<file path="src/rtl/seg_scan_decoder_if.sv">
// Signal bundle between the scanned-display lines and the decoder.
// The master drives the segment/strobe lines; the slave returns the rebuilt value.
interface seg_scan_decoder_if;
   logic [6:0]  iSEG;
   logic [3:0]  iDIGSEL;
   logic        iCLR;
   logic [15:0] oHEX;
   logic [3:0]  oVALID;
   logic        oERR;
   logic        oSTB;

   modport master (output iSEG, iDIGSEL, iCLR, input oHEX, oVALID, oERR, oSTB);
   modport slave  (input iSEG, iDIGSEL, iCLR, output oHEX, oVALID, oERR, oSTB);
endinterface

</file>
<file path="src/rtl/seg_scan_decoder.sv">
// Monitors a 4-digit scanned 7-segment bus and rebuilds the displayed 16-bit value.
// One capture per strobe dwell, after STABLE_CYC identical synchronized samples.
module seg_scan_decoder #(
   parameter int STABLE_CYC  = 4,
   parameter int TIMEOUT_CYC = 1024
) (
   input  logic              iCLK,
   input  logic              iRST,
   seg_scan_decoder_if.slave bus
);
   // state    | meaning
   // ST_ARMED | current strobe dwell has not been captured yet
   // ST_DONE  | dwell already captured; waiting for a strobe change
   typedef enum logic {ST_ARMED, ST_DONE} state_t;

   localparam logic [7:0]  LP_CAP_CNT  = 8'(STABLE_CYC - 1);
   localparam logic [15:0] LP_TMO_LAST = 16'(TIMEOUT_CYC - 1);

   state_t      r_state, w_state_nxt;
   logic [6:0]  r_seg_m, r_seg_s;
   logic [3:0]  r_sel_m, r_sel_s;
   logic [10:0] r_prev;
   logic [7:0]  r_cnt;
   logic [15:0] r_tmo [4];
   logic [15:0] r_hex;
   logic [3:0]  r_valid;
   logic        r_err;
   logic        r_stb;

   logic [3:0]  w_sel_n;
   logic        w_onehot;
   logic        w_same;
   logic        w_sel_chg;
   logic        w_capture;
   logic [1:0]  w_dig;
   logic        w_dec_ok;
   logic [3:0]  w_dec_nib;
   logic [15:0] w_hex_nxt;
   logic [3:0]  w_valid_nxt;
   logic        w_err_nxt;

   always_ff @(posedge iCLK or posedge iRST) begin
      if (iRST) begin
         r_seg_m <= '1;
         r_seg_s <= '1;
         r_sel_m <= '1;
         r_sel_s <= '1;
      end else begin
         r_seg_m <= bus.iSEG;
         r_seg_s <= r_seg_m;
         r_sel_m <= bus.iDIGSEL;
         r_sel_s <= r_sel_m;
      end
   end

   assign w_sel_n   = ~r_sel_s;
   assign w_onehot  = (w_sel_n != 4'd0) && ((w_sel_n & (w_sel_n - 4'd1)) == 4'd0);
   assign w_same    = ({r_seg_s, r_sel_s} == r_prev);
   assign w_sel_chg = (r_sel_s != r_prev[3:0]);
   assign w_capture = (r_state == ST_ARMED) && (r_cnt == LP_CAP_CNT);

   // r_prev always holds the sample that r_cnt describes, so it is what gets decoded
   always_ff @(posedge iCLK or posedge iRST) begin
      if (iRST) begin
         r_prev <= '1;
         r_cnt  <= '0;
      end else begin
         r_prev <= {r_seg_s, r_sel_s};
         if (!w_same || !w_onehot)
            r_cnt <= '0;
         else if (r_cnt != 8'hff)
            r_cnt <= r_cnt + 8'd1;
      end
   end

   always_ff @(posedge iCLK or posedge iRST) begin
      if (iRST) r_state <= ST_ARMED;
      else      r_state <= w_state_nxt;
   end

   // a strobe change starting a new dwell beats a capture finishing the old one
   always_comb begin
      w_state_nxt = r_state;
      if (w_sel_chg)
         w_state_nxt = ST_ARMED;
      else if (w_capture)
         w_state_nxt = ST_DONE;
   end

   always_comb begin
      w_dig = 2'd0;
      case (r_prev[3:0])
         4'b1110: w_dig = 2'd0;
         4'b1101: w_dig = 2'd1;
         4'b1011: w_dig = 2'd2;
         4'b0111: w_dig = 2'd3;
         default: w_dig = 2'd0;
      endcase
   end

   always_comb begin
      w_dec_ok  = 1'b1;
      w_dec_nib = 4'h0;
      case (r_prev[10:4])
         7'b1000000: w_dec_nib = 4'h0;
         7'b1111001: w_dec_nib = 4'h1;
         7'b0100100: w_dec_nib = 4'h2;
         7'b0110000: w_dec_nib = 4'h3;
         7'b0011001: w_dec_nib = 4'h4;
         7'b0010010: w_dec_nib = 4'h5;
         7'b0000010: w_dec_nib = 4'h6;
         7'b1111000: w_dec_nib = 4'h7;
         7'b0000000: w_dec_nib = 4'h8;
         7'b0011000: w_dec_nib = 4'h9;
         7'b0001000: w_dec_nib = 4'hA;
         7'b0000011: w_dec_nib = 4'hB;
         7'b1000110: w_dec_nib = 4'hC;
         7'b0100001: w_dec_nib = 4'hD;
         7'b0000110: w_dec_nib = 4'hE;
         7'b0001110: w_dec_nib = 4'hF;
         default:    w_dec_ok  = 1'b0;
      endcase
   end

   // timeout first, capture last, so a same-cycle capture keeps the digit valid
   always_comb begin
      w_hex_nxt   = r_hex;
      w_valid_nxt = r_valid;
      w_err_nxt   = r_err & ~bus.iCLR;
      for (int n = 0; n < 4; n++)
         if (r_tmo[n] >= LP_TMO_LAST) w_valid_nxt[n] = 1'b0;
      if (w_capture) begin
         if (w_dec_ok) begin
            w_hex_nxt[{w_dig, 2'b00} +: 4] = w_dec_nib;
            w_valid_nxt[w_dig]             = 1'b1;
         end else begin
            w_valid_nxt[w_dig] = 1'b0;
            if (r_prev[10:4] != 7'h7f) w_err_nxt = 1'b1;
         end
      end
   end

   always_ff @(posedge iCLK or posedge iRST) begin
      if (iRST) begin
         for (int n = 0; n < 4; n++) r_tmo[n] <= '0;
      end else begin
         for (int n = 0; n < 4; n++) begin
            if (w_capture && (w_dig == 2'(n)))
               r_tmo[n] <= '0;
            else if (r_tmo[n] != 16'hffff)
               r_tmo[n] <= r_tmo[n] + 16'd1;
         end
      end
   end

   always_ff @(posedge iCLK or posedge iRST) begin
      if (iRST) begin
         r_hex   <= '0;
         r_valid <= '0;
         r_err   <= 1'b0;
         r_stb   <= 1'b0;
      end else begin
         r_hex   <= w_hex_nxt;
         r_valid <= w_valid_nxt;
         r_err   <= w_err_nxt;
         r_stb   <= (w_hex_nxt != r_hex) || (w_valid_nxt != r_valid);
      end
   end

   assign bus.oHEX   = r_hex;
   assign bus.oVALID = r_valid;
   assign bus.oERR   = r_err;
   assign bus.oSTB   = r_stb;
endmodule

</file>
<file path="src/flat_wrapper.sv">
// flat-port wrapper written by rule: the top's interface ports become plain ports
module seg_scan_decoder_flat 
#(
   parameter int STABLE_CYC  = 4,
   parameter int TIMEOUT_CYC = 1024
)
  (iCLK, iRST, bus_iSEG, bus_iDIGSEL, bus_iCLR, bus_oHEX, bus_oVALID, bus_oERR, bus_oSTB);
  seg_scan_decoder_if bus_i ();
  input  logic iCLK;
  input  logic iRST;
  input wire logic [$bits(bus_i.iSEG)-1:0] bus_iSEG;
  input wire logic [$bits(bus_i.iDIGSEL)-1:0] bus_iDIGSEL;
  input wire logic [$bits(bus_i.iCLR)-1:0] bus_iCLR;
  output wire logic [$bits(bus_i.oHEX)-1:0] bus_oHEX;
  output wire logic [$bits(bus_i.oVALID)-1:0] bus_oVALID;
  output wire logic [$bits(bus_i.oERR)-1:0] bus_oERR;
  output wire logic [$bits(bus_i.oSTB)-1:0] bus_oSTB;
  assign bus_i.iSEG = bus_iSEG;
  assign bus_i.iDIGSEL = bus_iDIGSEL;
  assign bus_i.iCLR = bus_iCLR;
  assign bus_oHEX = bus_i.oHEX;
  assign bus_oVALID = bus_i.oVALID;
  assign bus_oERR = bus_i.oERR;
  assign bus_oSTB = bus_i.oSTB;
  seg_scan_decoder #(.STABLE_CYC(STABLE_CYC), .TIMEOUT_CYC(TIMEOUT_CYC)) u_core (.iCLK(iCLK), .iRST(iRST), .bus(bus_i));
endmodule
</file>
<file path="config.mk">
export PLATFORM = sky130hd
export DESIGN_NAME = seg_scan_decoder_flat
export DESIGN_NICKNAME = d
export VERILOG_FILES = /design/src/rtl/seg_scan_decoder_if.sv /design/src/rtl/seg_scan_decoder.sv /design/src/flat_wrapper.sv
export SDC_FILE = /design/constraint.sdc
export NUM_CORES = 1
export LEC_CHECK = 0
export ABC_AREA = 1
export CORE_ASPECT_RATIO = 1.25
export CORE_MARGIN = 2
export CORE_UTILIZATION = 60
export DETAILED_ROUTE_END_ITERATION = 10
export PLACE_DENSITY = 0.8
export RECOVER_POWER = 100
export SETUP_SLACK_MARGIN = 0.3
export SLEW_MARGIN = 5
export SYNTH_ARGS = -nofsm -noshare
export SYNTH_HDL_FRONTEND = slang
export SYNTH_SLANG_ARGS = --single-unit
</file>
<file path="constraint.sdc">
create_clock -name iCLK -period 4.6 [get_ports iCLK]
set_input_delay 0.92 -clock iCLK [delete_from_list [all_inputs] [get_ports iCLK]]
set_output_delay 0.92 -clock iCLK [all_outputs]
set_load 0.01 [all_outputs]
</file>
==> flow_metrics.tcl, run 1 <==
set metrics [dict create \
    status "finished, violations left" \
    violations "max-capacitance violations, max-slew violations" \
    internal_power_w 0.00207 \
    area_delta_synth_final_pct 16.3 \
    wl_mm 14.9 \
    core-area_um2 11000 \
    path_class "in2async" \
    ir_drop_v 0.000245 \
    port_buffers 35 \
    synth_top_family_by_area "simple AND/OR/NAND/NOR gates" \
    seq_area_frac_synth_pct 48.1 \
    timing.fmax_mhz 297 \
    clkPwrFrac_pct 52.3 \
    wire_per_inst_um 14.3 \
    slew_viol_final 74 \
    hpwl_mm 10.5 \
    fin_worst_skew_ps 7.83 \
    numCtsBuffers 17 \
    leakage_nw 3.85 \
    timing.setup.tns_ps 0 \
    gp_congestion 0.911 \
    synth_common_cells "nand2_1 (167), inv_1 (127), dfrtp_1 (95)" \
    cp_max_fo 74 \
    cp_slowest_cell "inv_1" \
    path_clk_slew_ps 60 \
    holdPathStages 0 \
    drtIter0Drc 450 \
    drc_errors 0 \
    synth_area_um2 6750 \
    ys_types 40 \
    combinationalPowerShare_pct 3.6 \
    synthMuxAreaShare_pct 0 \
    power.switching_w 0.000579 \
    row_count 43 \
    synthTopCellsByArea "dfrtp_1 (35%), dfstp_2 (13%), nand2_1 (9.3%), inv_1 (7.1%), nor2_1 (5.1%)" \
    setup_ws_ps 1230 \
    ant_nets 0 \
    crit_start "iRST" \
    synthXorXnorAreaFrac_pct 2.21 \
    synth_edf_count 0 \
    cpPeakStageDelay_ps 1940 \
    nets 921 \
    slew_headroom_pct -84.3 \
    yosys_warnings 0 \
    synth-seq-cells 128 \
    final_hold_viol_count 0 \
    io_pins 36 \
    clk_latency_ps 420 \
    end_kind "async pin" \
    vias 5961 \
    path_cells "clkdlybuf4s50_1, inv_1" \
    ctsRootBufferMaster "clkbuf_16" \
    grt-ovfl-total 0 \
    grt_pass1_wl_mm 25.9 \
    initial_core_util_pct 61.2 \
    worst-path-stages 2 \
    cts_setup_buffers 0 \
    drv_cap 1 \
    worstPathRequired_ps 4520 \
    ctsResizeCount 0 \
    grt.total_usage_pct 26.2 \
    reg2reg_depth 13 \
    cts_tree "done" \
    fin_crit_sh_pct 73.3 \
    grt_pass1_vias 5941 \
    tightest_slew_ps 2760 \
    synth_simple_gate_area_share_pct 28.5 \
    syn_avg_cell_area_um2 7.93 \
    grt_max_degree 75 \
    htreeDepth 4 \
    fin_util_pct 71.2 \
    die_area_um2 12100 \
    cts.path.max_buffers 2 \
    synthAdderAreaFrac_pct 2.41 \
    synthArstFlopShare_pct 100 \
    min_from "u_core.r_seg_m[2]$_DFF_PP1_" \
    synthCells 851 \
    hold_class "reg2reg" \
    yosysMostFrequentCell "nand2_1" \
    dieWidth_um 98.9 \
    synth-main-ff-cell "dfrtp_1" \
    first_pass_iters 6 \
    avgViaCountPerCell 5.72 \
    power.switching_fraction_pct 21.9 \
    cts.sinks 128 \
    drive_gt1_share_pct 8.05 \
    worstSetupStartpointType "input port" \
    rsz0062_at_grt "no" \
    p_per_area_nw_per_um2 337 \
    synth-compound-area-share_pct 10.3 \
    seq_power_share_pct 44.1 \
    crit_buf_inv 2 \
    yosysTopAreaCell "dfrtp_1" \
    cp.arrival_ps 3290 \
    setup-violations-final 0 \
    cts_hold_buffers 0 \
    crit_family "buffers and inverters" \
    antenna_found_initial 0 \
    post-place-ws_ps 1340 \
    synthesis.nets 878 \
    r2r-start "u_core.r_prev[1]$_DFF_PP1_" \
    yosys.area.top_type_share_pct 35.2 \
    diodes 0 \
    min_period_ps 3370 \
    die_h_um 123 \
]
[flip-flops by register name (all words and copies together), names as in the netlist]
signal and cells:
u_core.bus.oERR 1, u_core.bus.oHEX 16, u_core.bus.oSTB 1, u_core.bus.oVALID 4, u_core.r_cnt 8, u_core.r_prev 11, u_core.r_seg_m 7, u_core.r_seg_s 7
u_core.r_sel_m 4, u_core.r_sel_s 4, u_core.r_state 1, u_core.r_tmo 64
[layer usage]
| metal | GRT usage (%) | wire length (um) |
|---|---|---|
| met5 | 0 | 0 |
| met2 | 45.8 | 7710 |
| met1 | 31.6 | 6270 |
| met3 | 5.47 | 531 |
| met4 | 10.9 | 397 |
[path summary, 6_finish.rpt]
kind	endpoint	slack, ps
max in group iCLK	u_core.bus.oSTB$_DFF_PP0_	1270
setup / recovery	u_core.r_tmo[52]$_DFFE_PP0P_	1230
hold / removal	u_core.r_seg_s[2]$_DFF_PP1_	360
setup reg to reg	u_core.bus.oSTB$_DFF_PP0_	1270
min in group asynchronous	u_core.r_tmo[47]$_DFFE_PP0P_	1800
hold reg to reg	u_core.r_seg_s[2]$_DFF_PP1_	360
[through the flow]
stage / std cells / hold slack [ps] / total power (W) / area, um^2
2_1_floorplan: 851 / 345 / 0.00125 / 6750
3_3_place_gp: 1010 / 347 / 0.00128 / 7240
3_5_place_dp: 1010 / 347 / 0.00129 / 7240
4_1_cts: 1042 / 355 / 0.00268 / 7870
5_1_grt: 1042 / 359 / 0.00273 / 7850
6_report: 1042 / 360 / 0.00265 / 7850
[kinds of logic after synthesis]
| logic type | count (synthesis) |
|---|---|
| buffers and inverters | 150 |
| flip-flops | 128 |
| AO/OA/AOI/OAI | 118 |
| AND/OR/NAND/NOR | 425 |
| adder cells (fa/ha/maj) | 13 |
| XOR/XNOR | 17 |
[layout by cell type (no fill, tap or decap), types with 2 or more instances in the layout]
master,synthesis,routed
nand4_1,33,33
nor3b_1,2,2
clkinv_1,2,2
a211oi_1,13,13
dfstp_1,0,13
nor2_2,8,6
nand3_1,51,51
clkbuf_16,0,21
dfrtp_1,95,95
dlygate4sd3_1,0,33
ha_1,13,13
nor3_2,3,2
o211ai_1,9,9
nand3b_1,3,3
o21a_1,2,2
inv_4,0,3
xor2_1,6,6
xnor2_1,11,11
nand2_1,167,168
inv_1,127,129
dfstp_2,33,20
a31oi_1,10,10
a311oi_1,2,2
nor3_1,47,48
o21ai_0,38,39
nor2_1,92,94
nand2_2,4,3
a21oi_1,36,36
inv_2,8,6
clkinv_2,0,3
nor4_1,11,11
clkdlybuf4s50_1,0,2
o211a_1,2,2
[power groups by stage]
stage          registers (W)  clock network [W]   logic, W
5_1_grt              0.00117            0.00146   0.000110
3_3_place_gp         0.00119                  0  0.0000952
6_report             0.00117            0.00138  0.0000959
3_5_place_dp         0.00119                  0  0.0000986
4_1_cts              0.00117            0.00141  0.0000993
2_1_floorplan        0.00118                  0  0.0000700
[final cells by class]
type	count	area [um^2]
sequential	128	3240
fill	834	3180
clock buffer	22	539
multi-input combinational	573	2920
timing repair buffer	37	374
inverter	137	514
clock inverter	10	88.8
tap	135	169
Note: power is estimated with default switching activity, not from simulation.
==> inputs of run 2 (changes only) <==
==> constraint.sdc (replaced) <==
create_clock -name iCLK -period 3.5 [get_ports iCLK]
set_input_delay 0.7 -clock iCLK [delete_from_list [all_inputs] [get_ports iCLK]]
set_output_delay 0.7 -clock iCLK [all_outputs]
set_load 0.01 [all_outputs]
==> flow_metrics.tcl, run 2 (synthesis gave the netlist of run 1 again) <==
set metrics [dict create \
    status "finished, violations left" \
    violations "max-capacitance violations, max-slew violations" \
    area_delta_synth_final_pct 16.3 \
    path_cells "nand2_1, nor3_2, inv_1, ha_1, clkinv_2, nor2_2, inv_1, o211ai_1, nand2_1, nor2_1, nand2_1, nor2_1, nand3_1" \
    slew_viol_final 40 \
    reg2reg_depth 13 \
    clk_latency_ps 420 \
    worstPathRequired_ps 3780 \
    seq_power_share_pct 44.3 \
    setup-violations-final 0 \
    antenna_found_initial 0 \
    crit_buf_inv 3 \
    routed.top_layer "met4" \
    wl_met3_um 621 \
    cts.sinks 128 \
    cts_tree "done" \
    power.switching_w 0.000761 \
    r2r_slack_ps 460 \
    grt_max_degree 41 \
    r2r-start "u_core.r_prev[0]$_DFF_PP1_" \
    p_per_area_nw_per_um2 441 \
    port_buffers 35 \
    vias 5976 \
    cpPeakStageDelay_ps 570 \
    r2r-end "u_core.bus.oSTB$_DFF_PP0_" \
    first_pass_iters 5 \
    hold-worst-slack_ps 360 \
    die_h_um 123 \
    met2WireLength_mm 7.65 \
    final_hold_viol_count 0 \
    fin_worst_skew_ps 9.89 \
    drive_gt1_share_pct 8.35 \
    grt.total_usage_pct 26.1 \
    avgViaCountPerCell 5.72 \
    path_clk_slew_ps 60 \
    met1Wirelength_mm 6.08 \
    top_register "u_core.r_tmo" \
    worstSetupStartpointType "register" \
    grt_pass1_vias 6004 \
    fin_crit_sh_pct 87.0 \
    drc_errors 0 \
    min_period_ps 3040 \
    initial_core_util_pct 61.2 \
    wire_per_inst_um 14.0 \
    timing.setup.tns_ps 0 \
    drtIter0Drc 389 \
    ctsRootBufferMaster "clkbuf_16" \
    worst_path_most_repeated_cell "nand2_1" \
    gp_congestion 0.924 \
    combinationalPowerShare_pct 3.6 \
    row_count 43 \
    largest_reg_flops 64 \
    holdPathEnd "u_core.r_sel_s[2]$_DFF_PP1_" \
    diodes 0 \
    tightest_slew_ps 1590 \
    end_kind "register" \
    final_cell_mix "nand2_1 (168), inv_1 (128), dfrtp_1 (95)" \
    io_pins 36 \
    cp.arrival_ps 3330 \
    core-area_um2 11000 \
    holdPathStages 0 \
    power.switching_fraction_pct 22.0 \
    die_area_um2 12100 \
    leakage_nw 3.85 \
    final_common_cell "nand2_1" \
    ir_drop_v 0.000414 \
    cts_hold_buffers 0 \
    min_from "u_core.r_sel_m[2]$_DFF_PP1_" \
    ant_nets 0 \
    fillers 799 \
    drv_cap 1 \
    dieWidth_um 98.9 \
    nets 924 \
    hpwl_mm 10.5 \
    timing.fmax_mhz 329 \
    postLayoutCellArea_um2 7850 \
    placed_area_um2 7280 \
    cp_slowest_cell "dfstp_1" \
    slew_headroom_pct -6.41 \
    internal_power_w 0.00270 \
    path_class "reg2reg" \
    cp_max_fo 10 \
    crit_family "simple AND/OR/NAND/NOR gates" \
    cts.path.max_buffers 2 \
    crit_start "u_core.r_prev[0]$_DFF_PP1_" \
    wl_mm 14.7 \
    clkPwrFrac_pct 52.1 \
    hold_class "reg2reg" \
    htreeDepth 4 \
    setup_ws_ps 456 \
    post-place-ws_ps 157 \
    rsz0062_at_grt "no" \
    numCtsBuffers 17 \
    grt_pass1_wl_mm 25.6 \
    grt-ovfl-total 0 \
]
-- run 2: timing repair --
item / CTS / global route
gates resized for setup: 2 / 3
endpoints found under the hold margin: 0 / 0
endpoints found under the setup margin: 1 / 1
gates cloned: 0 / 0
setup buffers: 0 / 0
-- run 2: per-stage QoR --
| step | util, % | total power, W | cells |
|---|---|---|---|
| after detailed placement | 66.0 | 0.00169 | 1013 |
| after floorplan | - | 0.00164 | 851 |
| final | 71.2 | 0.00346 | 1045 |
| after global placement | 66.0 | 0.00169 | 1013 |
| after global routing | 71.2 | 0.00358 | 1045 |
| after CTS | 71.6 | 0.00350 | 1045 |
-- run 2: area by class of cell --
| cell class | count | area, um^2 | share of cell area, % |
|---|---|---|---|
| Inverter | 137 | 517 | 6.58 |
| Timing Repair Buffer | 40 | 379 | 4.83 |
| Multi-Input combinational cell | 573 | 2920 | 37.2 |
| Clock buffer | 23 | 533 | 6.79 |
| Tap cell | 135 | 169 | 2.15 |
| Sequential cell | 128 | 3240 | 41.3 |
| Clock inverter | 9 | 87.6 | 1.12 |
-- run 2: power groups by stage --
| stage | registers, W | clock network [W] | logic [W] |
|---|---|---|---|
| after floorplan | 0.00155 | 0 | 0.0000923 |
| after global placement | 0.00156 | 0 | 0.000130 |
| after detailed placement | 0.00156 | 0 | 0.000133 |
| after CTS | 0.00154 | 0.00182 | 0.000135 |
| after global routing | 0.00154 | 0.00190 | 0.000143 |
| final | 0.00153 | 0.00181 | 0.000125 |
-- run 2: metal layers --
metal / vias up / track usage, %
li1: 2906 / -
met1: 2852 / 30.7
met2: 182 / 45.9
met3: 36 / 5.75
met4: 0 / 11.6
met5: - / 0
-- run 2: how the worst max path moves through the flow --
stage,depth (start not counted),slack (ps),endpoint
final,13,460,u_core.bus.oSTB$_DFF_PP0_
after global routing,13,190,u_core.bus.oSTB$_DFF_PP0_
after global placement,13,300,u_core.bus.oSTB$_DFF_PP0_
after CTS,13,380,u_core.bus.oSTB$_DFF_PP0_
after floorplan,14,550,u_core.bus.oSTB$_DFF_PP0_
after detailed placement,13,160,u_core.bus.oSTB$_DFF_PP0_
==> inputs of run 3 (changes only) <==
--- a/config.mk
+++ b/config.mk
@@ -9,6 +9,7 @@
 export CORE_ASPECT_RATIO = 1.25
 export CORE_MARGIN = 2
 export CORE_UTILIZATION = 60
+export CTS_CLUSTER_DIAMETER = 40
 export DETAILED_ROUTE_END_ITERATION = 10
 export PLACE_DENSITY = 0.8
 export RECOVER_POWER = 100
==> constraint.sdc (replaced) <==
create_clock -name iCLK -period 3.6 [get_ports iCLK]
set_input_delay 0.72 -clock iCLK [delete_from_list [all_inputs] [get_ports iCLK]]
set_output_delay 0.72 -clock iCLK [all_outputs]
set_load 0.01 [all_outputs]
==> flow_metrics.tcl, run 3 (synthesis gave the netlist of run 1 again) <==
set metrics [dict create \
    diodes 0 \
    timing.fmax_mhz 315 \
    final_common_cell "nand2_1" \
    gp_congestion 0.920 \
    initial_core_util_pct 61.2 \
    hpwl_mm 10.3 \
    hold_class "reg2reg" \
    timing.setup.tns_ps 0 \
    cts.sinks 128 \
    setup_ws_ps 429 \
    grt_pass1_vias 5871 \
    leakage_nw 3.87 \
    port_buffers 35 \
    slew_headroom_pct -11.1 \
    seq_power_share_pct 43.1 \
    io_pins 36 \
    largest_reg_flops 64 \
    slew_viol_final 129 \
    p_per_area_nw_per_um2 438 \
    path_clk_slew_ps 60 \
    final_hold_viol_count 0 \
    final_cell_mix "nand2_1 (168), inv_1 (128), dfrtp_1 (95)" \
    die_h_um 123 \
    top_register "u_core.r_tmo" \
    tightest_slew_ps 1670 \
    cp_slowest_cell "dfstp_2" \
    vias 5904 \
    grt_max_degree 129 \
    clk_latency_ps 420 \
    ctsResizeCount 0 \
    cts_tree "done" \
    grt_pass1_wl_mm 26.2 \
    ir_drop_v 0.000345 \
    first_pass_iters 5 \
    regArea_um2 3240 \
    path_class "reg2reg" \
    setup-violations-final 0 \
    cpPeakStageDelay_ps 550 \
    clkPwrFrac_pct 53.3 \
    end_kind "register" \
    status "finished, violations left" \
    worstSetupStartpointType "register" \
    cts.path.max_buffers 2 \
    fin_crit_sh_pct 88.1 \
    area_delta_synth_final_pct 16.9 \
    combinationalPowerShare_pct 3.5 \
    ant_nets 0 \
    wire_per_inst_um 14.5 \
    cts_hold_buffers 0 \
    ctsRootBufferMaster "clkbuf_16" \
    grt.total_usage_pct 26.9 \
    cp.arrival_ps 3450 \
    cp_max_fo 10 \
    violations "max-capacitance violations, max-slew violations" \
    numCtsBuffers 17 \
    rsz0062_at_grt "no" \
    fin_worst_skew_ps 10.7 \
    drtIter0Drc 351 \
    htreeDepth 4 \
    die_area_um2 12100 \
    fillers 806 \
    antenna_found_initial 0 \
    worstPathRequired_ps 3880 \
    drive_gt1_share_pct 8.59 \
    grt-ovfl-total 0 \
    drc_errors 0 \
    power.switching_w 0.000755 \
    row_count 43 \
    core-area_um2 11000 \
    multi_input_area_um2 2920 \
    internal_power_w 0.00270 \
    post-place-ws_ps 382 \
    worst_path_most_repeated_cell "nand2_1" \
    dieWidth_um 98.9 \
    power.switching_fraction_pct 21.9 \
    min_period_ps 3170 \
    nets 922 \
    drv_cap 1 \
    avgViaCountPerCell 5.66 \
    cts_setup_buffers 0 \
    wl_mm 15.1 \
    path_cells "nand2_1, nor3_1, buf_4, inv_1, ha_2, clkinvlp_2, nor2_4, inv_1, o211ai_1, nand2_1, nor2_1, nand2_1, nor2_1, nand3_1" \
]
==> run 3: routing by layer <==
metal  vias to the layer above  wire [um]  GRT usage (%)
li1                       2902          -              -
met1                      2800       6180           31.4
met2                       166       7900           48.0
met3                        36        681           5.92
met4                         0        341           11.3
met5                         -          0              0
==> run 3: path summary, 6_finish.rpt <==
kind / start / endpoint / slack [ps] / cells past startpoint
min in group asynchronous: iRST / u_core.r_tmo[8]$_DFFE_PP0P_ / 1420 / 3
setup reg to reg: u_core.r_prev[1]$_DFF_PP1_ / u_core.bus.oSTB$_DFF_PP0_ / 430 / 14
hold reg to reg: u_core.r_seg_m[6]$_DFF_PP1_ / u_core.r_seg_s[6]$_DFF_PP1_ / 360 / 0
max in group asynchronous: iRST / u_core.r_tmo[63]$_DFFE_PP0P_ / 1160 / 3
setup / recovery: u_core.r_prev[1]$_DFF_PP1_ / u_core.bus.oSTB$_DFF_PP0_ / 430 / 14
hold / removal: u_core.r_seg_m[6]$_DFF_PP1_ / u_core.r_seg_s[6]$_DFF_PP1_ / 360 / 0
==> run 3: power groups by stage <==
stage	Clock [W]	Combinational [W]	Sequential [W]
2_1_floorplan	0	0.0000897	0.00151
3_3_place_gp	0	0.000123	0.00152
3_5_place_dp	0	0.000127	0.00152
4_1_cts	0.00186	0.000127	0.00149
5_1_grt	0.00193	0.000139	0.00149
6_report	0.00184	0.000123	0.00149
==> run 3: area by class of cell <==
| cell class | count | share of cell area (%) |
|---|---|---|
| clock inverter | 7 | 0.618 |
| timing repair buffer | 38 | 4.72 |
| sequential | 128 | 41.1 |
| clock buffer | 25 | 7.78 |
| multi-input combinational | 573 | 37.0 |
| inverter | 137 | 6.58 |
| tap | 135 | 2.14 |
==> run 3: through the flow <==
step / std cells / hold slack, ps / area, um^2 / power, W / util [%]
2_1_floorplan: 851 / 345 / 6760 / 0.00160 / -
5_1_grt: 1043 / 361 / 7890 / 0.00356 / 71.5
3_5_place_dp: 1011 / 347 / 7250 / 0.00164 / 65.7
6_report: 1043 / 360 / 7890 / 0.00345 / 71.5
3_3_place_gp: 1011 / 346 / 7250 / 0.00164 / 65.7
4_1_cts: 1043 / 356 / 7910 / 0.00348 / 71.7
==> run 3: critical path: cells and delay by family, from the launching register on <==
kind                       cells  cell delay [ps]
and+or+nand+nor                8             1120
buffers and inverters          4              730
DFF                            1              550
adders and majority gates      1              440
AOI/OAI and AO/OA              1              180
